### config.mk
export PLATFORM = sky130hd
export DESIGN_NAME = rc4_ksa_engine
export DESIGN_NICKNAME = d
export VERILOG_FILES = /design/src/rtl/rc4_pkg.sv /design/src/rtl/rc4_key_sel.sv /design/src/rtl/rc4_ksa_engine.sv
export SDC_FILE = /design/constraint.sdc
export NUM_CORES = 1
export LEC_CHECK = 0
export CAP_MARGIN = 10
export CORE_MARGIN = 2
export CORE_UTILIZATION = 45
export CTS_BUF_LIST = sky130_fd_sc_hd__clkbuf_4
export DETAILED_ROUTE_END_ITERATION = 6
export GPL_TIMING_DRIVEN = 0
export PLACE_DENSITY = 0.68
export SLEW_MARGIN = 30
export SYNTH_ARGS = -nofsm -noshare
export SYNTH_HDL_FRONTEND = slang
export SYNTH_SLANG_ARGS = --single-unit
### constraint.sdc
create_clock -name clk -period 3.4 [get_ports clk]
set_input_delay 1.02 -clock clk [delete_from_list [all_inputs] [get_ports clk]]
set_output_delay 1.02 -clock clk [all_outputs]
set_load 0.02 [all_outputs]
### src/rtl/rc4_pkg.sv
// Shared types and defaults for the RC4 key-scheduling engine.
// Optional macro RC4_KSA_INIT_FILL_EN enables the built-in identity fill of S.
package rc4_pkg;

    localparam int KEY_BYTES_DEF = 3;
    localparam int ADDR_W_DEF    = 8;

    typedef enum logic [3:0] {
        IDLE,
        FILL,
        RD_SI,
        LAT_SI,
        RD_SJ,
        LAT_SJ,
        WR_I,
        WR_J,
        NEXT,
        DONE
    } ksa_state_e;

endpackage

### src/rtl/rc4_key_sel.sv
// Key latch plus rotating byte index k; byte 0 is the most significant key byte.
module rc4_key_sel
    import rc4_pkg::*;
#(
    parameter int KEY_BYTES = KEY_BYTES_DEF,
    parameter int ADDR_W    = ADDR_W_DEF
) (
    input  logic                        clk,
    input  logic                        reset,
    input  logic                        clear,
    input  logic                        advance,
    input  logic [KEY_BYTES*ADDR_W-1:0] key,
    output logic [ADDR_W-1:0]           key_byte
);

    localparam int KW = (KEY_BYTES > 1) ? $clog2(KEY_BYTES) : 1;

    logic [KEY_BYTES*ADDR_W-1:0] key_q, key_d;
    logic [KW-1:0]               k_q, k_d;

    always_comb begin
        key_d = key_q;
        k_d   = k_q;
        if (clear) begin
            key_d = key;
            k_d   = '0;
        end else if (advance) begin
            k_d = (k_q == KW'(KEY_BYTES - 1)) ? '0 : k_q + 1'b1;
        end
    end

    always_comb begin
        key_byte = '0;
        for (int b = 0; b < KEY_BYTES; b++) begin
            if (k_q == KW'(b)) begin
                key_byte = key_q[ADDR_W*(KEY_BYTES-1-b) +: ADDR_W];
            end
        end
    end

    always_ff @(posedge clk) begin
        if (reset) begin
            key_q <= '0;
            k_q   <= '0;
        end else begin
            key_q <= key_d;
            k_q   <= k_d;
        end
    end

endmodule

### src/rtl/rc4_ksa_engine.sv
// RC4 key-scheduling engine driving an external synchronous S-memory.
// Define RC4_KSA_INIT_FILL_EN to fill S with the identity before shuffling.
module rc4_ksa_engine
    import rc4_pkg::*;
#(
    parameter int KEY_BYTES = KEY_BYTES_DEF,
    parameter int ADDR_W    = ADDR_W_DEF
) (
    input  logic                        clk,
    input  logic                        reset,
    input  logic                        start,
    input  logic [KEY_BYTES*ADDR_W-1:0] key,
    input  logic [ADDR_W-1:0]           mem_rdata,
    output logic [ADDR_W-1:0]           mem_addr,
    output logic [ADDR_W-1:0]           mem_wdata,
    output logic                        mem_wr_en,
    output logic                        busy,
    output logic                        done
);

    localparam logic [ADDR_W-1:0] LAST = '1;

    ksa_state_e        state_q, state_d;
    logic [ADDR_W-1:0] i_q, i_d;
    logic [ADDR_W-1:0] j_q, j_d;
    logic [ADDR_W-1:0] si_q, si_d;
    logic [ADDR_W-1:0] sj_q, sj_d;
    logic [ADDR_W-1:0] addr_q, addr_d;
    logic [ADDR_W-1:0] wdata_q, wdata_d;
    logic              wr_en_q, wr_en_d;
    logic              key_clear;
    logic              key_adv;
    logic [ADDR_W-1:0] key_byte;

    rc4_key_sel #(
        .KEY_BYTES (KEY_BYTES),
        .ADDR_W    (ADDR_W)
    ) u_key_sel (
        .clk      (clk),
        .reset    (reset),
        .clear    (key_clear),
        .advance  (key_adv),
        .key      (key),
        .key_byte (key_byte)
    );

    // Memory-port registers are loaded for the state being entered.
    always_comb begin
        state_d   = state_q;
        i_d       = i_q;
        j_d       = j_q;
        si_d      = si_q;
        sj_d      = sj_q;
        addr_d    = addr_q;
        wdata_d   = wdata_q;
        wr_en_d   = 1'b0;
        key_clear = 1'b0;
        key_adv   = 1'b0;
        unique case (state_q)
            IDLE: begin
                if (start) begin
                    key_clear = 1'b1;
                    i_d       = '0;
                    j_d       = '0;
                    addr_d    = '0;
`ifdef RC4_KSA_INIT_FILL_EN
                    state_d   = FILL;
                    wdata_d   = '0;
                    wr_en_d   = 1'b1;
`else
                    state_d   = RD_SI;
`endif
                end
            end
`ifdef RC4_KSA_INIT_FILL_EN
            FILL: begin
                if (i_q == LAST) begin
                    i_d     = '0;
                    addr_d  = '0;
                    state_d = RD_SI;
                end else begin
                    i_d     = i_q + 1'b1;
                    addr_d  = i_q + 1'b1;
                    wdata_d = i_q + 1'b1;
                    wr_en_d = 1'b1;
                end
            end
`endif
            RD_SI: state_d = LAT_SI;
            LAT_SI: begin
                si_d    = mem_rdata;
                j_d     = j_q + mem_rdata + key_byte;
                addr_d  = j_d;
                state_d = RD_SJ;
            end
            RD_SJ: state_d = LAT_SJ;
            LAT_SJ: begin
                sj_d    = mem_rdata;
                addr_d  = i_q;
                wdata_d = mem_rdata;
                wr_en_d = 1'b1;
                state_d = WR_I;
            end
            WR_I: begin
                addr_d  = j_q;
                wdata_d = si_q;
                wr_en_d = 1'b1;
                state_d = WR_J;
            end
            WR_J: state_d = NEXT;
            NEXT: begin
                i_d     = i_q + 1'b1;
                addr_d  = i_q + 1'b1;
                key_adv = 1'b1;
                state_d = (i_q == LAST) ? DONE : RD_SI;
            end
            DONE: state_d = IDLE;
            default: state_d = IDLE;
        endcase
    end

    always_ff @(posedge clk) begin
        if (reset) begin
            state_q <= IDLE;
            i_q     <= '0;
            j_q     <= '0;
            si_q    <= '0;
            sj_q    <= '0;
            addr_q  <= '0;
            wdata_q <= '0;
            wr_en_q <= 1'b0;
        end else begin
            state_q <= state_d;
            i_q     <= i_d;
            j_q     <= j_d;
            si_q    <= si_d;
            sj_q    <= sj_d;
            addr_q  <= addr_d;
            wdata_q <= wdata_d;
            wr_en_q <= wr_en_d;
        end
    end

    assign mem_addr  = addr_q;
    assign mem_wdata = wdata_q;
    assign mem_wr_en = wr_en_q;
    assign busy      = (state_q != IDLE) && (state_q != DONE);
    assign done      = (state_q == DONE);

endmodule
==> results by group, run 1 <==
Routing
  • Via count: 3249
  • Total wire length: 8.928 mm
  • Routed wire per std cell: around 15 µm
  • DRC errors left: 0
  • Initial DRC count: 146
  • Vias per cell: 5.442
  • DRT Pass-1 Iters: 4
  • Antenna-violating nets left: 0

Layout
  • Multi-input gate area: 1948 µm²
  • Final core utilization: 56.32%
  • Design area: 4329 µm²
  • Sequential standard cell area: 1421 µm²
  • Syn-to-layout area delta: 22.39%
  • Fillers: 739
  • Layout cells sized above 1: 7.071%
  • Post-Layout Cell Count: 597
  • Number of diodes: 0
  • Layout Nets: 541

STA
  • Final worst slack: 0.1216 ns
  • RSZ-0062 raised after global routing: no
  • Final max-slew violation count: 0
  • Worst relative slew slack: between 50% and 60%
  • Final-report setup violation count: 0
  • Clock skew: 0.02117 ns
  • Worst slew pin tran: 0.6606 ns
  • Final Hold Vio Count: 0
  • Fmax: 0.3050 GHz
  • Fin crit period: 3.278 ns
  • Period utilization: 96.42%

Worst hold path
  • Worst Hold Class: register to register
  • HP Start: si_q[2]$_SDFFE_PP0P_
  • Hold path depth: 2

Pwr
  • Sequential share of power: about 52%
  • Sw power: 0.4942 mW
  • Combinational Power Share: 17.7%
  • Part of the power in the clock network: 30.4%
  • Leakage: 1.556 nW
  • P_int: 1.211 mW
  • Maximum vdd drop: 247.7 µV
  • Power per cell area: 393.9 nW/µm²
  • Sw Share: 28.98%

Synthesis
  • Synthesized flop and latch total: 71
  • Library cells used by synthesis: 54
  • Cell taking the most area after synthesis: dfxtp_1
  • YS warnings: 0
  • Async S/R FF share, synth: 0%
  • Most numerous cell in the Yosys netlist: nand2_1
  • Top_reg_cell synth: dfxtp_1
  • Top cells by area, synth: dfxtp_1 40%, nand2_1 9.3%, a21oi_1 7.2%, mux2i_1 4.8%, fa_1 4.5%
  • Share of the synthesized area in the top cell type: 40.18%
  • Syn Inst Count: roughly 430
  • Commonest cells post-synth: 88 x nand2_1, 71 x dfxtp_1, 51 x a21oi_1
  • Post-Syn Area: 3537 µm²
  • Syn_area_per_cell: 8.264 µm²
  • Post-synth EDFFs: 0
  • Post-synthesis sequential area ratio: 40.18%
  • Syn_nets: roughly 480

Clock tree
  • CTS tree: yes
  • Root Buffer: clkbuf_4
  • TritonCTS Sinks: 71
  • Clock buffer depth: 2
  • Postcts setup bufs: 0
  • H-tree levels: 3
  • Reg clk slew, reported paths: roughly 0.12 ns
  • Hold_buf cts: 0
  • TritonCTS buffer count: 9
  • Clk_lat worst skew: 0.43 ns

Placed design
  • # placed instances: between 500 and 600
  • Pre-CTS WS: -0.4126 ns
  • DP HPWL: 6.881 mm
  • Global placer's final weighted congestion: ~0.9
  • Post-Place Cell Area: 4185 µm²
  • Number of port buffers: 52

Floorplan
  • CORE AREA: 7687 µm²
  • IO Count: 54
  • Initial core utilization: a little under half
  • Die height: 92.66 µm
  • Die area: 8586 µm²
  • Row cnt: 32
  • DIE WIDTH: about 93 µm

Setup path
  • Crit path top cell by count: inv_1
  • CP max-delay cell: clkdlybuf4s50_1
  • Reg2reg start: u_key_sel.k_q[1]$_SDFFE_PP0P_
  • Reg2Reg Depth: 14
  • Worst EP arrival: 3.58 ns
  • Setup CP Type: input port to register
  • Crit-path max cell delay: between 0.5 and 0.6 ns
  • Cell-by-cell trace of the critical path: clkdlybuf4s50_1 -> inv_1 -> fa_1 -> inv_1 -> ha_1 -> inv_1 -> fa_1 -> nor2b_1 -> o31a_1 -> o22ai_1 -> xnor2_1 -> o22ai_1
  • Crit path from: mem_rdata[1]
  • Worst Path Required: between 3 and 4 ns
  • Largest fanout on the critical path: 3
  • Startpoint Class: input port
  • Worst setup EP type: register

Global route
  • Remaining global-route overflow: 0
  • GRT Resource Usage Total: about 22%
  • Global-route wire length before repair: 14.61 mm
  • Largest net degree at the start of global routing: 13
  • Vias in the first global route: 3016
  • Initial antenna violation count: 0

Run status
  • Status: finished, final reports clean

Job
  • Max-cap viol count: 0
cell families (layout without fill, tap and decap cells):
group / Yosys count / count (layout) / synth area share (%)
flops: 71 / 71 / 40.18
xor+xnor: 12 / 12 / 2.971
buf+inv: 41 / 108 / 5.094
fa+ha+maj: 15 / 15 / 7.004
compound gates: 106 / 106 / 18.36
simple gates: 166 / 166 / 21.58
mux: 17 / 17 / 4.811
placed cells by master, fill, tap and decap left out, types with 3 or more instances in the layout:
master	count
a222oi_1	3
a22oi_1	4
mux2i_1	16
a31oi_1	5
a211oi_1	10
xor2_1	4
fa_1	8
or3_1	3
buf_2	7
nor3_1	5
nand3_1	7
a21oi_1	50
nand3b_1	3
a221oi_1	3
clkbuf_4	9
ha_1	7
inv_1	13
o21ai_0	13
clkbuf_1	18
dfxtp_1	71
nand2_1	88
nor2_1	36
and3_1	6
clkdlybuf4s50_1	52
xnor2_1	8
nor2b_1	3
registers in the layout (all words and copies together) (netlist names):
signal,cells
u_key_sel.key_q,24
i_q,8
j_q,8
mem_addr,8
mem_wdata,8
si_q,8
state_q,4
u_key_sel.k_q,2
mem_wr_en,1
metal layers:
metal	global-route usage, %	vias up	wire length, µm
li1	-	1608	-
met2	36.62	104	4283
met5	0	-	0
met3	3.662	16	482
met1	27.42	1521	3954
met4	8.824	0	208
through the flow:
step,total power [mW],hold slack [ns],setup TNS [ns]
after floorplan,1.086,0.4357,0
after global placement,1.191,0.4420,-2.216
after detailed placement,1.201,0.4472,-2.452
after CTS,1.714,0.4638,0
after global routing,1.793,0.4813,0
final,1.705,0.4644,0
worst max-delay path: cells and delay by family:
kind / cells / cell delay [ns]
adders and majority gates: 3 / 1.08
AOI/OAI and AO/OA: 3 / 0.38
and+or+nand+nor: 1 / 0.17
xor gates and xnor gates: 1 / 0.18
buffers and inverters: 4 / 0.73
final cells by class:
cell class | instances | share of cell area [%]
clock inverter | 6 | 1.445
clock buffer | 9 | 1.561
tap | 102 | 2.948
inverter | 13 | 1.127
multi-input combinational | 316 | 45.00
timing repair buffer | 52 | 12.02
buffer | 28 | 3.064
sequential | 71 | 32.83
final timing paths:
check / to / slack (ns)
max reg2reg: mem_addr[7]$_SDFFE_PP0P_ / 0.23
max: mem_addr[7]$_SDFFE_PP0P_ / 0.12
min reg2reg: si_q[2]$_SDFFE_PP0P_ / 0.46
min: si_q[2]$_SDFFE_PP0P_ / 0.46
power by group through the flow:
| stage | sequential, mW | clock (mW) | combinational [mW] |
|---|---|---|---|
| floorplan | 0.902 | 0 | 0.184 |
| global placement | 0.903 | 0 | 0.288 |
| detailed placement | 0.904 | 0 | 0.297 |
| CTS | 0.885 | 0.531 | 0.298 |
| global route | 0.890 | 0.571 | 0.332 |
| finish | 0.885 | 0.519 | 0.301 |
timing repair:
item / in CTS / in global routing
pin swaps: 0 / 1
setup endpoints to repair: 3 / 3
gates resized for setup: 1 / 3
hold endpoints to repair: 0 / 0
Power figures use the tool's default switching activity.
==> run 2, diff against run 1 <==
- CAP_MARGIN: 10 -> unset
==> results of run 2 <==
Final layout, timing and power as in run 1 (identical DEF).
==> run 3, diff against run 2 <==
- CTS_CLUSTER_SIZE: unset -> 24
- MAX_ROUTING_LAYER: unset -> met4
- clock period: 3.4 -> 3.6 ns (I/O delays scaled with it)
==> results by group, run 3 (same netlist as run 1, synthesis figures left out) <==
Setup path
  • Worst path depth: 10 (-2)
  • Startpoint Class: input port
  • Crit path top cell by count: inv_1
  • Setup CP Type: input port to register
  • Reg2Reg Depth: 14 (unchanged)
  • CP max-delay cell: fa_1
  • Worst Path Required: 3.95 ns (+0.25 ns)
  • Worst EP arrival: 3.69 ns (+0.11 ns)
  • Reg2reg start: u_key_sel.k_q[1]$_SDFFE_PP0P_
  • Reg-to-reg slack, setup: 0.42 ns (+0.19 ns)
  • Crit path from: mem_rdata[2]
  • Critical Path End: mem_addr[4]$_SDFFE_PP0P_
  • Worst setup EP type: register
  • Crit path buf inv count: 3 (-1)
  • CP top delay family: adder cells
  • Worst r2r dst: mem_addr[7]$_SDFFE_PP0P_
  • Largest fanout on the critical path: 3 (unchanged)
  • Crit-path max cell delay: 0.59 ns (+0.08 ns)
  • Cell-by-cell trace of the critical path: clkdlybuf4s50_1 -> inv_1 -> fa_1 -> inv_1 -> ha_1 -> a211oi_2 -> nor2_1 -> or3_1 -> a21boi_1 -> a31oi_1

Pwr
  • Leakage: 1.555 nW (-0.11%)
  • Power per cell area: 372.5 nW/µm² (-5.4%)
  • Maximum vdd drop: 233.5 µV (-5.7%)

Global route
  • GRT Resource Usage Total: 22.31% (+0.67 points)
  • Initial antenna violation count: 0 (unchanged)
  • Largest net degree at the start of global routing: 13 (unchanged)
  • Remaining global-route overflow: 0 (unchanged)
  • Vias in the first global route: 3020 (+0.13%)
  • Global-route wire length before repair: 14.66 mm (+0.28%)

Clock tree
  • Root Buffer: clkbuf_4
  • CTS tree: yes
  • TritonCTS Sinks: 71 (unchanged)
  • Post-CTS sizing: 0 (-1)
  • Reg clk slew, reported paths: 0.11 ns (about the same)
  • Postcts setup bufs: 0 (unchanged)
  • Clk_lat worst skew: 0.44 ns (about the same)
  • Hold_buf cts: 0 (unchanged)
  • TritonCTS buffer count: 9 (unchanged)
  • Clock buffer depth: 2 (unchanged)
  • H-tree levels: 3 (unchanged)

Floorplan
  • DIE WIDTH: 92.66 µm (unchanged)
  • IO Count: 54 (unchanged)
  • Row cnt: 32 (unchanged)
  • Initial core utilization: 46.01% (unchanged)
  • Die area: 8586 µm² (unchanged)
  • CORE AREA: 7687 µm² (unchanged)
  • Die height: 92.66 µm (unchanged)

STA
  • Period utilization: roughly 93%
  • Fin crit period: 3.344 ns
  • Fin Setup TNS: 0 ns (unchanged)
  • Worst slew pin tran: 0.6467 ns (-0.01387 ns)
  • RSZ-0062 raised after global routing: no
  • Final Hold Vio Count: 0 (unchanged)
  • WHS: 0.4637 ns (-0.0006710 ns)
  • Final-report setup violation count: 0 (unchanged)
  • Fmax: 0.2990 GHz
  • Worst relative slew slack: 56.77% (+0.93 points)
  • Final max-slew violation count: 0 (unchanged)
  • Clock skew: 0.02162 ns (+0.0004526 ns)

Routing
  • Initial DRC count: 160 (+9.6%)
  • DRT Pass-1 Iters: 5 (+1)
  • Routed wire per std cell: 14.90 µm (-0.39%)
  • DRC errors left: 0 (unchanged)
  • Via count: 3213 (-1.1%)
  • Antenna-violating nets left: 0 (unchanged)
  • Total wire length: 8.893 mm (-0.39%)
  • Vias per cell: 5.382 (-1.1%)

Placed design
  • DP HPWL: 6.881 mm (unchanged)
  • Number of port buffers: 52 (unchanged)
  • Global placer's final weighted congestion: 0.9134 (+1.7%)

Layout
  • Most common cell after layout, fill and taps aside: nand2_1
  • Biggest register: u_key_sel.key_q
  • Layout cells sized above 1: 6.869% (-0.20 points)
  • Number of diodes: 0 (unchanged)
  • Layout Nets: 541 (unchanged)
  • Max reg flops: 24 (unchanged)
  • Syn-to-layout area delta: 22.29% (about the same)
  • Most frequent cells in the layout: 88 x nand2_1, 71 x dfxtp_1, 52 x clkdlybuf4s50_1, 51 x a21oi_1, 36 x nor2_1

Worst hold path
  • Worst Hold Class: register to register

Job
  • Max-cap viol count: 0 (unchanged)

Run status
  • Status: finished, final reports clean
run 3: changes by cell type in the layout (fill, tap and decap cells not counted):
cell,delta
a21oi_1,+1
a21oi_2,-1
buf_2,-1
clkbuf_2,+1
run 3: power breakdown:
| group | switching [mW] | internal [mW] | leakage [nW] |
|---|---|---|---|
| clock | 0.288 | 0.205 | 0.0654 |
| combinational | 0.161 | 0.122 | 0.913 |
| sequential | 0.0197 | 0.816 | 0.576 |
run 3: worst min-delay path by stage:
stage	startpoint	endpoint	slack, ns	cells after the start
5_1_grt	si_q[2]$_SDFFE_PP0P_	si_q[2]$_SDFFE_PP0P_	0.48	2
3_5_place_dp	u_key_sel.key_q[0]$_SDFFE_PP0P_	u_key_sel.key_q[0]$_SDFFE_PP0P_	0.45	2
2_1_floorplan	u_key_sel.key_q[16]$_SDFFE_PP0P_	u_key_sel.key_q[16]$_SDFFE_PP0P_	0.44	2
4_1_cts	u_key_sel.key_q[0]$_SDFFE_PP0P_	u_key_sel.key_q[0]$_SDFFE_PP0P_	0.46	2
6_report	si_q[5]$_SDFFE_PP0P_	si_q[5]$_SDFFE_PP0P_	0.46	2
3_3_place_gp	u_key_sel.key_q[20]$_SDFFE_PP0P_	u_key_sel.key_q[20]$_SDFFE_PP0P_	0.44	2
run 3: layout make-up:
class                   instances  area (µm²)
clock buffers                   9       67.56
inverters                      13       48.80
clock inverters                 6       62.56
multi-input cells             316        1944
repair buffers                 52       520.5
well taps                     102       127.6
fillers                       739        3362
plain buffers                  28       132.6
flip-flops and latches         71        1421
run 3: through the flow:
stage                     cells  setup slack (ns)  cell area, µm²  total power, mW  utilization [%]
after floorplan             428            0.5185            3537            1.026                -
final                       597            0.2556            4325            1.611            56.27
after global routing        597           0.08977            4325            1.693            56.27
after global placement      582           -0.2700            4185            1.125            54.44
after detailed placement    582           -0.2726            4185            1.135            54.44
after CTS                   597           0.07420            4315            1.619            56.14
run 3: metal layers:
layer	track usage (%)	wire, µm	vias up
li1	-	-	1605
met3	3.662	472	18
met5	-	0	-
met4	8.824	208	0
met1	27.62	3927	1502
met2	36.62	4285	88
run 3: worst register-to-register path, cell delays in order, from the launching register on:
cell	delay, ns
dfxtp_1	0.38
clkbuf_2	0.29
mux2i_1	0.25
nor2_1	0.06
a21oi_1	0.17
fa_1	0.45
inv_1	0.08
ha_1	0.20
inv_1	0.07
fa_1	0.40
nor2b_1	0.16
o31a_1	0.17
o22ai_1	0.11
xnor2_1	0.18
o22ai_1	0.10
==> RTL change 1 (settings of run 3) <==
Remove the register `wr_en_q`: a continuous assignment takes its place, so the output `mem_wr_en` follows one clock earlier.
--- a/src/rtl/rc4_ksa_engine.sv
+++ b/src/rtl/rc4_ksa_engine.sv
@@ -128,7 +128,6 @@
             sj_q    <= '0;
             addr_q  <= '0;
             wdata_q <= '0;
-            wr_en_q <= 1'b0;
         end else begin
             state_q <= state_d;
             i_q     <= i_d;
@@ -137,9 +136,10 @@
             sj_q    <= sj_d;
             addr_q  <= addr_d;
             wdata_q <= wdata_d;
-            wr_en_q <= wr_en_d;
         end
     end
+
+    assign wr_en_q = wr_en_d;
 
     assign mem_addr  = addr_q;
     assign mem_wdata = wdata_q;
Behaviour: not the same (Yosys sat finds a counterexample within 10 cycles, from zero or initial values and one cycle with reset high).
==> RTL change 1 against run 3 <==
- final cell count up 2.2%
- clock power up 30%
- setup slack worse by 0.053 ns
- design area up 1.5%
- sequential cell count down 1
- total power up 8.8%
- via count up 1.4%
- synthesized cell count up 2.6%
- highest routed layer unchanged
- worst hold slack worse by 0.0021 ns
- area after synthesis down 0.18%
- critical path depth down 4
- wire length up 0.80%
- global-route usage up 0.84 points
- utilization up 1.2 points
==> RTL change 1: results <==
group,metric,value,unit
run_status,status,"finished clean",
global_routing,use_met2,38.0,%
cells_and_area,multi_input_area_share,44.8,%
power_and_ir_drop,p_clk_share,36.5,%
placement,place.detailed.hpwl,6.73,mm
placement,place_ws,-0.169,ns
routing,routed_wl,8.96,mm
cells_and_area,multi_input_gates,325,
placement,gp_congestion,0.920,
logic_synthesis,syn_nets,489,
logic_synthesis,seq_area_frac_synth,39.7,%
global_routing,track_usage,23.1,%
logic_synthesis,synth-xor-area-share,2.73,%
placement,placed_cell_area,4190,um2
cells_and_area,seq_share,32.0,%
routing,drt-initial-drc-count,215,
setup_path,crit_fanout,10,
global_routing,grt_pass1_wl,15.2,mm
logic_synthesis,synth.distinct_cells,51,
placement,placed_cells,594,
global_routing,grt_pass1_vias,3222,
sta,skew,0.0111,ns
sta,relSlewSlack,50.2,%
routing,via_per_inst,5.34,
logic_synthesis,synth_fa_ha_area_share,7.02,%
setup_path,arrival,2.32,ns
power_and_ir_drop,total_power,0.00175,W
cells_and_area,inverters,17,
setup_path,critical-path-slowest-cell,"clkdlybuf4s50_1",
global_routing,use_met3,5.78,%
global_routing,grtUsageMet1,27.4,%
cells_and_area,area_share_nonclk_buffers,14.8,%
logic_synthesis,synth_compound_area_share,18.7,%
cells_and_area,finalNetCount,553,
cells_and_area,fin_cells,610,
logic_synthesis,syn_avg_cell_area,8.04,um2
logic_synthesis,synth_common_cells,"nand2_1, dfxtp_1, a21oi_1",
logic_synthesis,synth_area_leaders,"dfxtp_1, nand2_1, a21oi_1",
power_and_ir_drop,p_sw_share,27.1,%
power_and_ir_drop,vdd_drop_max,193,uV
placement,port_buffers,53,
clock_network,clock_sinks,70,
## RTL change 1: changes by cell type in the layout (fill, tap and decap cells not counted), sizes merged, moves of 3 or more
cell    delta
inv        +4
buf        +3
clkbuf     -4
nor2       +5
a21oi     +16
and3       -3
a211oi     -9
## RTL change 1: metal layers
metal  up-vias  part of all wire [%]
met4         0                   2.6
li1       1631                     -
met3        23                   5.3
met5         -                     0
met2        88                    47
met1      1517                    45
## RTL change 1: worst paths after layout
| check | end | depth (start not counted) | from | slack (ns) |
|---|---|---|---|---|
| worst max-delay path | mem_wr_en | 6 | state_q[0] | 0.20 |
| worst min-delay path | u_key_sel.key_q[0] | 2 | u_key_sel.key_q[0] | 0.46 |
| worst max register to register | mem_addr[7] | 14 | u_key_sel.k_q[1] | 0.25 |
| worst min register to register | u_key_sel.key_q[0] | 2 | u_key_sel.key_q[0] | 0.46 |
==> RTL change 2 (settings of run 3) <==
Without the edit above. Change the package constant `ADDR_W_DEF` from 8 to 7.
--- a/src/rtl/rc4_pkg.sv
+++ b/src/rtl/rc4_pkg.sv
@@ -3,7 +3,7 @@
 package rc4_pkg;
 
     localparam int KEY_BYTES_DEF = 3;
-    localparam int ADDR_W_DEF    = 8;
+    localparam int ADDR_W_DEF    = 7;
 
     typedef enum logic [3:0] {
         IDLE,
Ports: changed (resized key, mem_addr, mem_rdata and mem_wdata); port bits go from 54 to 48. No check against the original RTL was run, so the function may have changed too.
==> RTL change 2 against run 3 <==
- clock skew decreased by 0.0052 ns
- highest routed layer unchanged
- first-iteration DRC count rose by 2.5%
- via count is 11% lower
- die area down 10%
- global-route usage is 0.54 points higher
- setup slack gained 0.045 ns
- wire length down 10%
- register-to-register slack gained 0.15 ns
- total power up 1.9%
- design area fell by 9.4%
- area after synthesis is 11% lower
- combinational power decreased by 6%
- worst hold slack worse by 0.00062 ns
- sequential cell count shrank 8
==> RTL change 2: results <==
group,metric,value,unit
run_status,status,"finished clean",
routing,drt-initial-drc-count,164,
cells_and_area,fill_cells,662,
logic_synthesis,synth_compound_area_share,18.6,%
cells_and_area,fin_cells,541,
placement,port_buffers,46,
logic_synthesis,synth-xor-area-share,3.06,%
setup_path,worst_path_largest_cell_delay,0.53,ns
placement,gp_congestion,0.869,
sta,period_needed,3.30,ns
placement,place_ws,-0.116,ns
global_routing,grt_pass1_vias,2726,
placement,place.detailed.hpwl,5.79,mm
cells_and_area,finalInstanceArea,3920,um2
setup_path,crit_fanout,2,
power_and_ir_drop,vdd_drop_max,274,uV
logic_synthesis,synth.distinct_cells,45,
logic_synthesis,seq_area_frac_synth,40.0,%
logic_synthesis,synth_area_leaders,"dfxtp_1, nand2_1, a21oi_1",
routing,wire_per_inst,14.8,um
cells_and_area,largest_register_ffs,21,
placement,placed_cells,525,
logic_synthesis,synthCells,383,
global_routing,grt_pass1_wl,13.1,mm
sta,holdWs,0.463,ns
setup_path,arrival,3.65,ns
sta,relSlewSlack,56.7,%
logic_synthesis,synth_fa_ha_area_share,6.83,%
cells_and_area,finalNetCount,484,
sta,skew,0.0165,ns
logic_synthesis,synth_mux_area_share,3.81,%
power_and_ir_drop,leakage,1.44,nW
-- RTL change 2: routing by layer --
layer	share of wire (%)	routed length, um	track usage (%)
met3	3.4	268	4.05
met5	0	0	-
met4	1.6	128	9.93
met1	47	3750	29.1
met2	48	3850	35.6
-- RTL change 2: cell families (layout without fill, tap and decap cells) --
group | after synthesis | in the layout
AOI/OAI and AO/OA | 97 | 97
adders and majority gates | 13 | 13
DFF | 63 | 63
and+or+nand+nor | 152 | 152
muxes | 12 | 12
xor gates and xnor gates | 11 | 11
buffers and inverters | 35 | 97
-- RTL change 2: cell type report --
class / instances / area share [%]
Multi-Input combinational cell: 285 / 44.1
Sequential cell: 63 / 32.2
Timing Repair Buffer: 46 / 11.7
Buffer: 26 / 3.32
Tap cell: 96 / 3.06
Clock inverter: 7 / 3.03
Clock buffer: 9 / 1.72
Inverter: 9 / 0.862
-- RTL change 2: power by group --
part | switching [W] | total [W] | internal (W)
clock network | 0.000283 | 0.000635 | 0.000352
logic | 0.000153 | 0.000265 | 0.000112
registers | 0.0000173 | 0.000742 | 0.000724
-- RTL change 2: final timing paths --
path | start | cells past startpoint | end
hold / removal | u_key_sel.key_q[12] | 2 | u_key_sel.key_q[12]
setup reg to reg | u_key_sel.k_q[0] | 11 | mem_addr[5]
hold reg to reg | u_key_sel.key_q[12] | 2 | u_key_sel.key_q[12]
setup / recovery | mem_rdata[1] | 11 | mem_addr[5]
-- RTL change 2: worst register-to-register path: cells and delay by family, from the launching register on --
family / cells / cell delay (ns)
compound gates: 4 / 0.74
simple gates: 2 / 0.55
buf+inv: 1 / 0.05
xor+xnor: 1 / 0.15
flops: 1 / 0.33
fa+ha+maj: 3 / 1.16
